<file path="config.mk">
export PLATFORM = sky130hd
export DESIGN_NAME = mem_port_arbiter_flat
export DESIGN_NICKNAME = d
export VERILOG_FILES = /design/src/rtl/mem_port_arbiter_if.sv /design/src/rtl/mem_port_arbiter.sv /design/src/flat_wrapper.sv
export SDC_FILE = /design/constraint.sdc
export NUM_CORES = 1
export LEC_CHECK = 0
export BUFFER_PORTS_ARGS = -buffer_cell sky130_fd_sc_hd__buf_2
export CAP_MARGIN = 40
export CORE_ASPECT_RATIO = 0.9
export CORE_MARGIN = 1.5
export CORE_UTILIZATION = 47
export DETAILED_ROUTE_END_ITERATION = 10
export PLACE_DENSITY_LB_ADDON = 0.08
export SYNTH_ARGS = -nofsm -noshare
export SYNTH_HDL_FRONTEND = slang
export SYNTH_SLANG_ARGS = --single-unit
</file>
<file path="constraint.sdc">
create_clock -name CLK -period 8.9 [get_ports CLK]
set_clock_uncertainty 0.2 [all_clocks]
set_input_delay 1.335 -clock CLK [delete_from_list [all_inputs] [get_ports CLK]]
set_output_delay 1.335 -clock CLK [all_outputs]
set_load 0.005 [all_outputs]
</file>
<file path="src/rtl/mem_port_arbiter_if.sv">
// Requester and memory-side bundle for mem_port_arbiter.
// The arbiter connects through the slave modport; requesters and the memory use master.
interface mem_port_arbiter_if #(
  parameter int NREQ = 3,
  parameter int AW   = 16,
  parameter int DW   = 16
);
  logic [NREQ-1:0]    Req;
  logic [NREQ-1:0]    Lock;
  logic [NREQ-1:0]    WrEn;
  logic [NREQ*AW-1:0] Addr;
  logic [NREQ*DW-1:0] WrData;
  logic [NREQ-1:0]    Gnt;
  logic [NREQ-1:0]    RdValid;
  logic [DW-1:0]      RdData;
  logic [NREQ-1:0]    Err;
  logic [AW-1:0]      Mem_Address;
  logic [DW-1:0]      Mem_DataIn;
  logic               Mem_WriteEna;
  logic               Mem_ReadEna;
  logic [DW-1:0]      Mem_DataOut;

  modport slave (
    input  Req, Lock, WrEn, Addr, WrData, Mem_DataOut,
    output Gnt, RdValid, RdData, Err,
           Mem_Address, Mem_DataIn, Mem_WriteEna, Mem_ReadEna
  );

  modport master (
    output Req, Lock, WrEn, Addr, WrData, Mem_DataOut,
    input  Gnt, RdValid, RdData, Err,
           Mem_Address, Mem_DataIn, Mem_WriteEna, Mem_ReadEna
  );
endinterface

</file>
<file path="src/rtl/mem_port_arbiter.sv">
// Round-robin arbiter with locked bursts in front of one memory port.
// Optional out-of-range beat suppression: define MEM_ARB_BOUNDS_CHECK_EN.
module mem_port_arbiter #(
  parameter int NREQ      = 3,
  parameter int AW        = 16,
  parameter int DW        = 16,
  parameter int DEPTH     = 1024,
  parameter int READ_LAT  = 1,
  parameter int MAX_BURST = 4
) (
  input  logic              CLK,
  input  logic              RST_N,
  mem_port_arbiter_if.slave bus
);
  localparam int IW = (NREQ > 1) ? $clog2(NREQ) : 1;
  localparam int CW = $clog2(MAX_BURST + 1);

  typedef enum logic {
    ARB   = 1'b0,
    BURST = 1'b1
  } state_e;

  state_e          state_q, state_d;
  logic [IW-1:0]   last_q, last_d;
  logic [IW-1:0]   owner_q, owner_d;
  logic [CW-1:0]   cnt_q, cnt_d;
  logic [NREQ-1:0] gnt_s;
  logic [IW-1:0]   acc_idx_s;
  logic            acc_s;
  logic [AW-1:0]   sel_addr_s;
  logic [DW-1:0]   sel_wdata_s;
  logic            sel_we_s;
  logic            oob_s;

  logic [AW-1:0]   addr_q;
  logic [DW-1:0]   wdata_q;
  logic            we_q;
  logic            re_q;
  logic [NREQ-1:0] err_q;
  logic [NREQ-1:0] tag_q [0:READ_LAT];

  always_ff @(posedge CLK or negedge RST_N) begin
    if (!RST_N) begin
      state_q <= ARB;
      last_q  <= IW'(NREQ - 1);
      owner_q <= '0;
      cnt_q   <= '0;
    end else begin
      state_q <= state_d;
      last_q  <= last_d;
      owner_q <= owner_d;
      cnt_q   <= cnt_d;
    end
  end

  // Grant selection and arbitration next state; the grant itself is never registered.
  always_comb begin
    int   idx;
    logic found;
    state_d   = state_q;
    last_d    = last_q;
    owner_d   = owner_q;
    cnt_d     = cnt_q;
    gnt_s     = '0;
    acc_idx_s = '0;
    idx       = 0;
    found     = 1'b0;
    case (state_q)
      ARB: begin
        for (int j = 1; j <= NREQ; j++) begin
          idx = (int'(last_q) + j) % NREQ;
          if (!found && bus.Req[idx]) begin
            found      = 1'b1;
            gnt_s[idx] = 1'b1;
            acc_idx_s  = IW'(idx);
          end
        end
        if (found) begin
          last_d = acc_idx_s;
          if (bus.Lock[acc_idx_s] && (MAX_BURST > 1)) begin
            state_d = BURST;
            owner_d = acc_idx_s;
            cnt_d   = CW'(1);
          end
        end
      end
      BURST: begin
        acc_idx_s = owner_q;
        if (bus.Req[owner_q]) begin
          gnt_s[owner_q] = 1'b1;
          cnt_d          = cnt_q + CW'(1);
          if (!bus.Lock[owner_q] || (int'(cnt_q) + 1 >= MAX_BURST)) begin
            state_d = ARB;
            last_d  = owner_q;
          end
        end else begin
          // Owner paused: give up the port with one idle cycle.
          state_d = ARB;
          last_d  = owner_q;
        end
      end
      default: begin
        state_d = ARB;
      end
    endcase
  end

  assign acc_s       = |gnt_s;
  assign sel_addr_s  = bus.Addr[int'(acc_idx_s)*AW +: AW];
  assign sel_wdata_s = bus.WrData[int'(acc_idx_s)*DW +: DW];
  assign sel_we_s    = bus.WrEn[acc_idx_s];

`ifdef MEM_ARB_BOUNDS_CHECK_EN
  assign oob_s = (int'(sel_addr_s) >= DEPTH);
`else
  assign oob_s = 1'b0;
`endif

  // Memory drive and read-tag pipe; a tag reaching the last stage is the read return strobe.
  always_ff @(posedge CLK or negedge RST_N) begin
    if (!RST_N) begin
      addr_q  <= '0;
      wdata_q <= '0;
      we_q    <= 1'b0;
      re_q    <= 1'b0;
      err_q   <= '0;
      for (int j = 0; j <= READ_LAT; j++) begin
        tag_q[j] <= '0;
      end
    end else begin
      if (acc_s) begin
        addr_q  <= sel_addr_s;
        wdata_q <= sel_wdata_s;
        we_q    <= sel_we_s & ~oob_s;
        re_q    <= ~sel_we_s & ~oob_s;
        err_q   <= oob_s ? gnt_s : '0;
      end else begin
        we_q  <= 1'b0;
        re_q  <= 1'b0;
        err_q <= '0;
      end
      tag_q[0] <= (acc_s && !sel_we_s && !oob_s) ? gnt_s : '0;
      for (int j = 1; j <= READ_LAT; j++) begin
        tag_q[j] <= tag_q[j-1];
      end
    end
  end

  assign bus.Gnt          = RST_N ? gnt_s : '0;
  assign bus.Mem_Address  = addr_q;
  assign bus.Mem_DataIn   = wdata_q;
  assign bus.Mem_WriteEna = we_q;
  assign bus.Mem_ReadEna  = re_q;
  assign bus.Err          = err_q;
  assign bus.RdValid      = tag_q[READ_LAT];
  assign bus.RdData       = bus.Mem_DataOut;
endmodule

</file>
<file path="src/flat_wrapper.sv">
// flat-port wrapper written by rule: the top's interface ports become plain ports
module mem_port_arbiter_flat 
#(
  parameter int NREQ      = 3,
  parameter int AW        = 16,
  parameter int DW        = 16,
  parameter int DEPTH     = 1024,
  parameter int READ_LAT  = 1,
  parameter int MAX_BURST = 4
)
  (CLK, RST_N, bus_Req, bus_Lock, bus_WrEn, bus_Addr, bus_WrData, bus_Mem_DataOut, bus_Gnt, bus_RdValid, bus_RdData, bus_Err, bus_Mem_Address, bus_Mem_DataIn, bus_Mem_WriteEna, bus_Mem_ReadEna);
  mem_port_arbiter_if #(.NREQ(NREQ), .AW(AW), .DW(DW)) bus_i ();
  input  logic CLK;
  input  logic RST_N;
  input wire logic [$bits(bus_i.Req)-1:0] bus_Req;
  input wire logic [$bits(bus_i.Lock)-1:0] bus_Lock;
  input wire logic [$bits(bus_i.WrEn)-1:0] bus_WrEn;
  input wire logic [$bits(bus_i.Addr)-1:0] bus_Addr;
  input wire logic [$bits(bus_i.WrData)-1:0] bus_WrData;
  input wire logic [$bits(bus_i.Mem_DataOut)-1:0] bus_Mem_DataOut;
  output wire logic [$bits(bus_i.Gnt)-1:0] bus_Gnt;
  output wire logic [$bits(bus_i.RdValid)-1:0] bus_RdValid;
  output wire logic [$bits(bus_i.RdData)-1:0] bus_RdData;
  output wire logic [$bits(bus_i.Err)-1:0] bus_Err;
  output wire logic [$bits(bus_i.Mem_Address)-1:0] bus_Mem_Address;
  output wire logic [$bits(bus_i.Mem_DataIn)-1:0] bus_Mem_DataIn;
  output wire logic [$bits(bus_i.Mem_WriteEna)-1:0] bus_Mem_WriteEna;
  output wire logic [$bits(bus_i.Mem_ReadEna)-1:0] bus_Mem_ReadEna;
  assign bus_i.Req = bus_Req;
  assign bus_i.Lock = bus_Lock;
  assign bus_i.WrEn = bus_WrEn;
  assign bus_i.Addr = bus_Addr;
  assign bus_i.WrData = bus_WrData;
  assign bus_i.Mem_DataOut = bus_Mem_DataOut;
  assign bus_Gnt = bus_i.Gnt;
  assign bus_RdValid = bus_i.RdValid;
  assign bus_RdData = bus_i.RdData;
  assign bus_Err = bus_i.Err;
  assign bus_Mem_Address = bus_i.Mem_Address;
  assign bus_Mem_DataIn = bus_i.Mem_DataIn;
  assign bus_Mem_WriteEna = bus_i.Mem_WriteEna;
  assign bus_Mem_ReadEna = bus_i.Mem_ReadEna;
  mem_port_arbiter #(.NREQ(NREQ), .AW(AW), .DW(DW), .DEPTH(DEPTH), .READ_LAT(READ_LAT), .MAX_BURST(MAX_BURST)) u_core (.CLK(CLK), .RST_N(RST_N), .bus(bus_i));
endmodule
</file>
==> metrics.md <==
| Metric | Value |
|---|---|
| Layout Utilization | `0.606` |
| # Post-CTS Setup Buffers | `0` |
| # setup viols final | `0` |
| Status | `completed` |
| Worst setup path class | `in2out` |
| Iteration-0 DRC Markers | `270` |
| Post-synthesis adder-cell area fraction | `0.0204` |
| Commonest non-fill, non-tap cells in the layout | `buf_2, dfrtp_1, inv_1, mux2i_1, a222oi_1` |
| Worst EP required | `7.36 ns` |
| Initial antenna violation count | `0` |
| Fin crit share | `0.482` |
| Clock sink count | `48` |
| Post-synth top flop | `dfrtp_1` |
| H-tree Lvls | `2` |
| Port Buffers | `roughly 150` |
| Row count | `27` |
| Crit-path max FO | `9` |
| Seq/Total Area, Yosys | `0.393` |
| Largest cells by area after synthesis | `dfrtp_1, mux2i_1, a222oi_1, buf_4, inv_1` |
| Initial Util | `0.492` |
| Post-route ant nets | `0` |
| Root Driver | `clkbuf_8` |
| Drt total wl | `7.89 mm` |
| Simple-Gate Fraction of Synth Area | `0.0838` |
| Critical Path, Cell by Cell | `buf_2 -> mux2i_1 -> o21ai_2 -> a2111oi_2 -> a21oi_1 -> o32a_1 -> nor2_1 -> buf_2` |
| Clock Tree Buf Depth | `2` |
| DIE AREA | `~7000 sq um` |
| Final Critical Period | `4.29 ns` |
| Hold crit path type | `reg2reg` |
| Chip height | `79.5 um` |
| Vias | `2,781` |
| Mux cell area share after synthesis | `0.144` |
| Synth area leader | `dfrtp_1` |
| WL/cell | `15.6 um` |
| Synth Area in XOR/XNOR | `0` |
| Cell Count Post-Placement | `~500` |
| IO Pins | `about 180` |
| Startpoint types | `primary input` |
| Post-synthesis cell type count | `49` |
| Top cell by count, worst path | `buf_2` |
| Synth Area in Compound Gates | `0.208` |
| Syn avg cell area | `10.1 sq um` |
| Slowest stage cell, crit path | `a2111oi_2` |
| LEAKAGE | `2.02 nW` |
| Antenna diodes | `0` |
| Yosys warning count | `0` |
| GPL Wtd Cong | `0.920` |
| FMAX | `233 MHz` |
| Post-CTS Hold Fix Bufs | `0` |
| Total GRT Usage | `0.221` |
| Die width | `88.0 um` |
| Post-Syn Area | `3060 sq um` |
| Max-slew headroom | `0.645` |
| Detail Placement HPWL | `6.05 mm` |
| RSZ-0062 raised after global routing | `false` |
| Largest family of logic cells by synthesized area | `compound AO/OA/AOI/OAI gates` |
| Max-slew violation count | `0` |
| Max-cap viol count | `0` |
| Clk_lat worst skew | `about 0.29 ns` |
| Layout area overhead | `23.1%` |
| Vias in the first global route | `~2,400` |
| DRT Pass-1 Iters | `6` |
| Pwr Density | `around 440 nW/um^2` |
| Nets | `547` |
| CTS Buf Count | `5` |
| CP peak stage delay | `0.42 ns` |
| Post-DR vias/cell | `5.49` |
| First-pass GRT wire length | `around 12 mm` |
| Fin. Hold Viols | `0` |
| Top cell type's share of synthesized area | `0.384` |
| Synthesized instance count | `303` |
| Largest net degree at the start of global routing | `35` |
| Yosys reg bits | `48` |
| Proportion of layout cells with a drive suffix above 1 | `0.410` |
| # resized after CTS | `0` |
| Finished Layout Cells | `507` |
| DRC Markers | `0` |
| Clock slew at the register clock pins of the worst setup and hold paths | `about 0.080 ns` |
| Nature of the critical path endpoint | `output pin` |
| Hold Slack | `0.151 ns` |
| Worst vdd ir | `0.246 mV` |
| Setup TNS | `0 ns` |
| Post-synth EDFFs | `0` |
| Worst slew pin tran | `around 0.53 ns` |
| CTS tree | `done` |
| Arr. time, crit path | `roughly 2.8 ns` |
| GRT overflow | `0` |
| Post-synth ARST share | `1.00` |
| Commonest non-fill, non-tap cell in the layout | `buf_2` |
| Core ar. | `6220 sq um` |
==> Yosys cell counts (all sizes together), types with 2 or more instances <==
| cell type | number |
|---|---|
| a31oi | 2 |
| mux2 | 4 |
| o22ai | 3 |
| a222oi | 32 |
| a211oi | 2 |
| mux2i | 39 |
| nor2 | 12 |
| o21ai | 12 |
| nand2b | 2 |
| buf | 35 |
| o211ai | 3 |
| a21o | 2 |
| nor2b | 5 |
| inv | 40 |
| a21oi | 4 |
| nand3b | 4 |
| dfrtp | 47 |
| nand2 | 18 |
| nand3 | 3 |
| ha | 5 |
| clkbuf | 8 |
| nor3b | 2 |
| a21boi | 2 |
==> per-stage QoR <==
stage	worst slack [ns]	power, mW	area, sq um
floorplan	4.86	1.26	3070
global placement	4.65	1.46	3610
detailed placement	4.63	1.52	3680
CTS	4.63	1.66	3770
global route	4.48	1.79	3770
finish	4.61	1.64	3770
==> worst max-delay path: cells and delay by family <==
| family | cells | cell delay, ns |
|---|---|---|
| AO/OA/AOI/OAI | 4 | 0.84 |
| buffers and inverters | 2 | 0.26 |
| multiplexers | 1 | 0.23 |
| AND/OR/NAND/NOR | 1 | 0.09 |
==> metal layers <==
layer,up-vias,wire (um),track usage
li1,1317,-,-
met1,1309,3490,0.325
met2,147,3500,0.319
met3,8,805,0.0548
met4,0,93,0.0641
met5,-,0,0
==> logic make-up (layout without fill, tap and decap cells) <==
kind of cell             Yosys count  in the layout
flip-flops                        48             48
other                              1              3
multiplexers                      43             43
adder cells (fa/ha/maj)            5              5
buffers and inverters             83            198
AND/OR/NAND/NOR                   51             51
AO/OA/AOI/OAI                     72             72
==> registers in the layout, indices dropped and copies added (netlist names) <==
signal / cells
u_core.bus.Mem_Address: 16
u_core.bus.Mem_DataIn: 16
u_core.bus.Mem_ReadEna: 1
u_core.bus.Mem_WriteEna: 1
u_core.bus.RdValid: 3
u_core.cnt_q: 3
u_core.last_q: 2
u_core.owner_q: 2
u_core.state_q: 1
u_core.tag_q: 3
==> power breakdown <==
part           leakage [nW]  total [mW]  internal [mW]  switching (mW)
clock                0.0455       0.130         0.0634          0.0662
combinational          1.38        1.10          0.512           0.590
sequential            0.586       0.409          0.336          0.0732
==> path summary, 6_finish.rpt <==
| kind | start | endpoint | slack [ns] | cells past startpoint |
|---|---|---|---|---|
| worst max-delay path | bus_Req[2] | bus_Gnt[0] | 4.61 | 8 |
| worst min-delay path | u_core.tag_q[5]$_DFF_PN0_ | u_core.bus.RdValid[2]$_DFF_PN0_ | 0.15 | 0 |
| worst max register to register | u_core.last_q[1]$_DFFE_PN1P_ | u_core.bus.Mem_Address[1]$_DFFE_PN0P_ | 5.64 | 9 |
| worst min register to register | u_core.tag_q[5]$_DFF_PN0_ | u_core.bus.RdValid[2]$_DFF_PN0_ | 0.15 | 0 |
| max in group asynchronous | RST_N | u_core.last_q[1]$_DFFE_PN1P_ | 7.19 | 2 |
| min in group asynchronous | RST_N | u_core.bus.Mem_DataIn[0]$_DFFE_PN0P_ | 0.75 | 1 |
==> area by class of cell <==
class,instances,area [sq um]
fill,589,2450
multi-input combinational,174,1410
clock buffer,8,90.1
inverter,40,150
timing repair buffer,150,806
sequential,48,1200
tap,87,109
(Power assumes the default switching activity.)
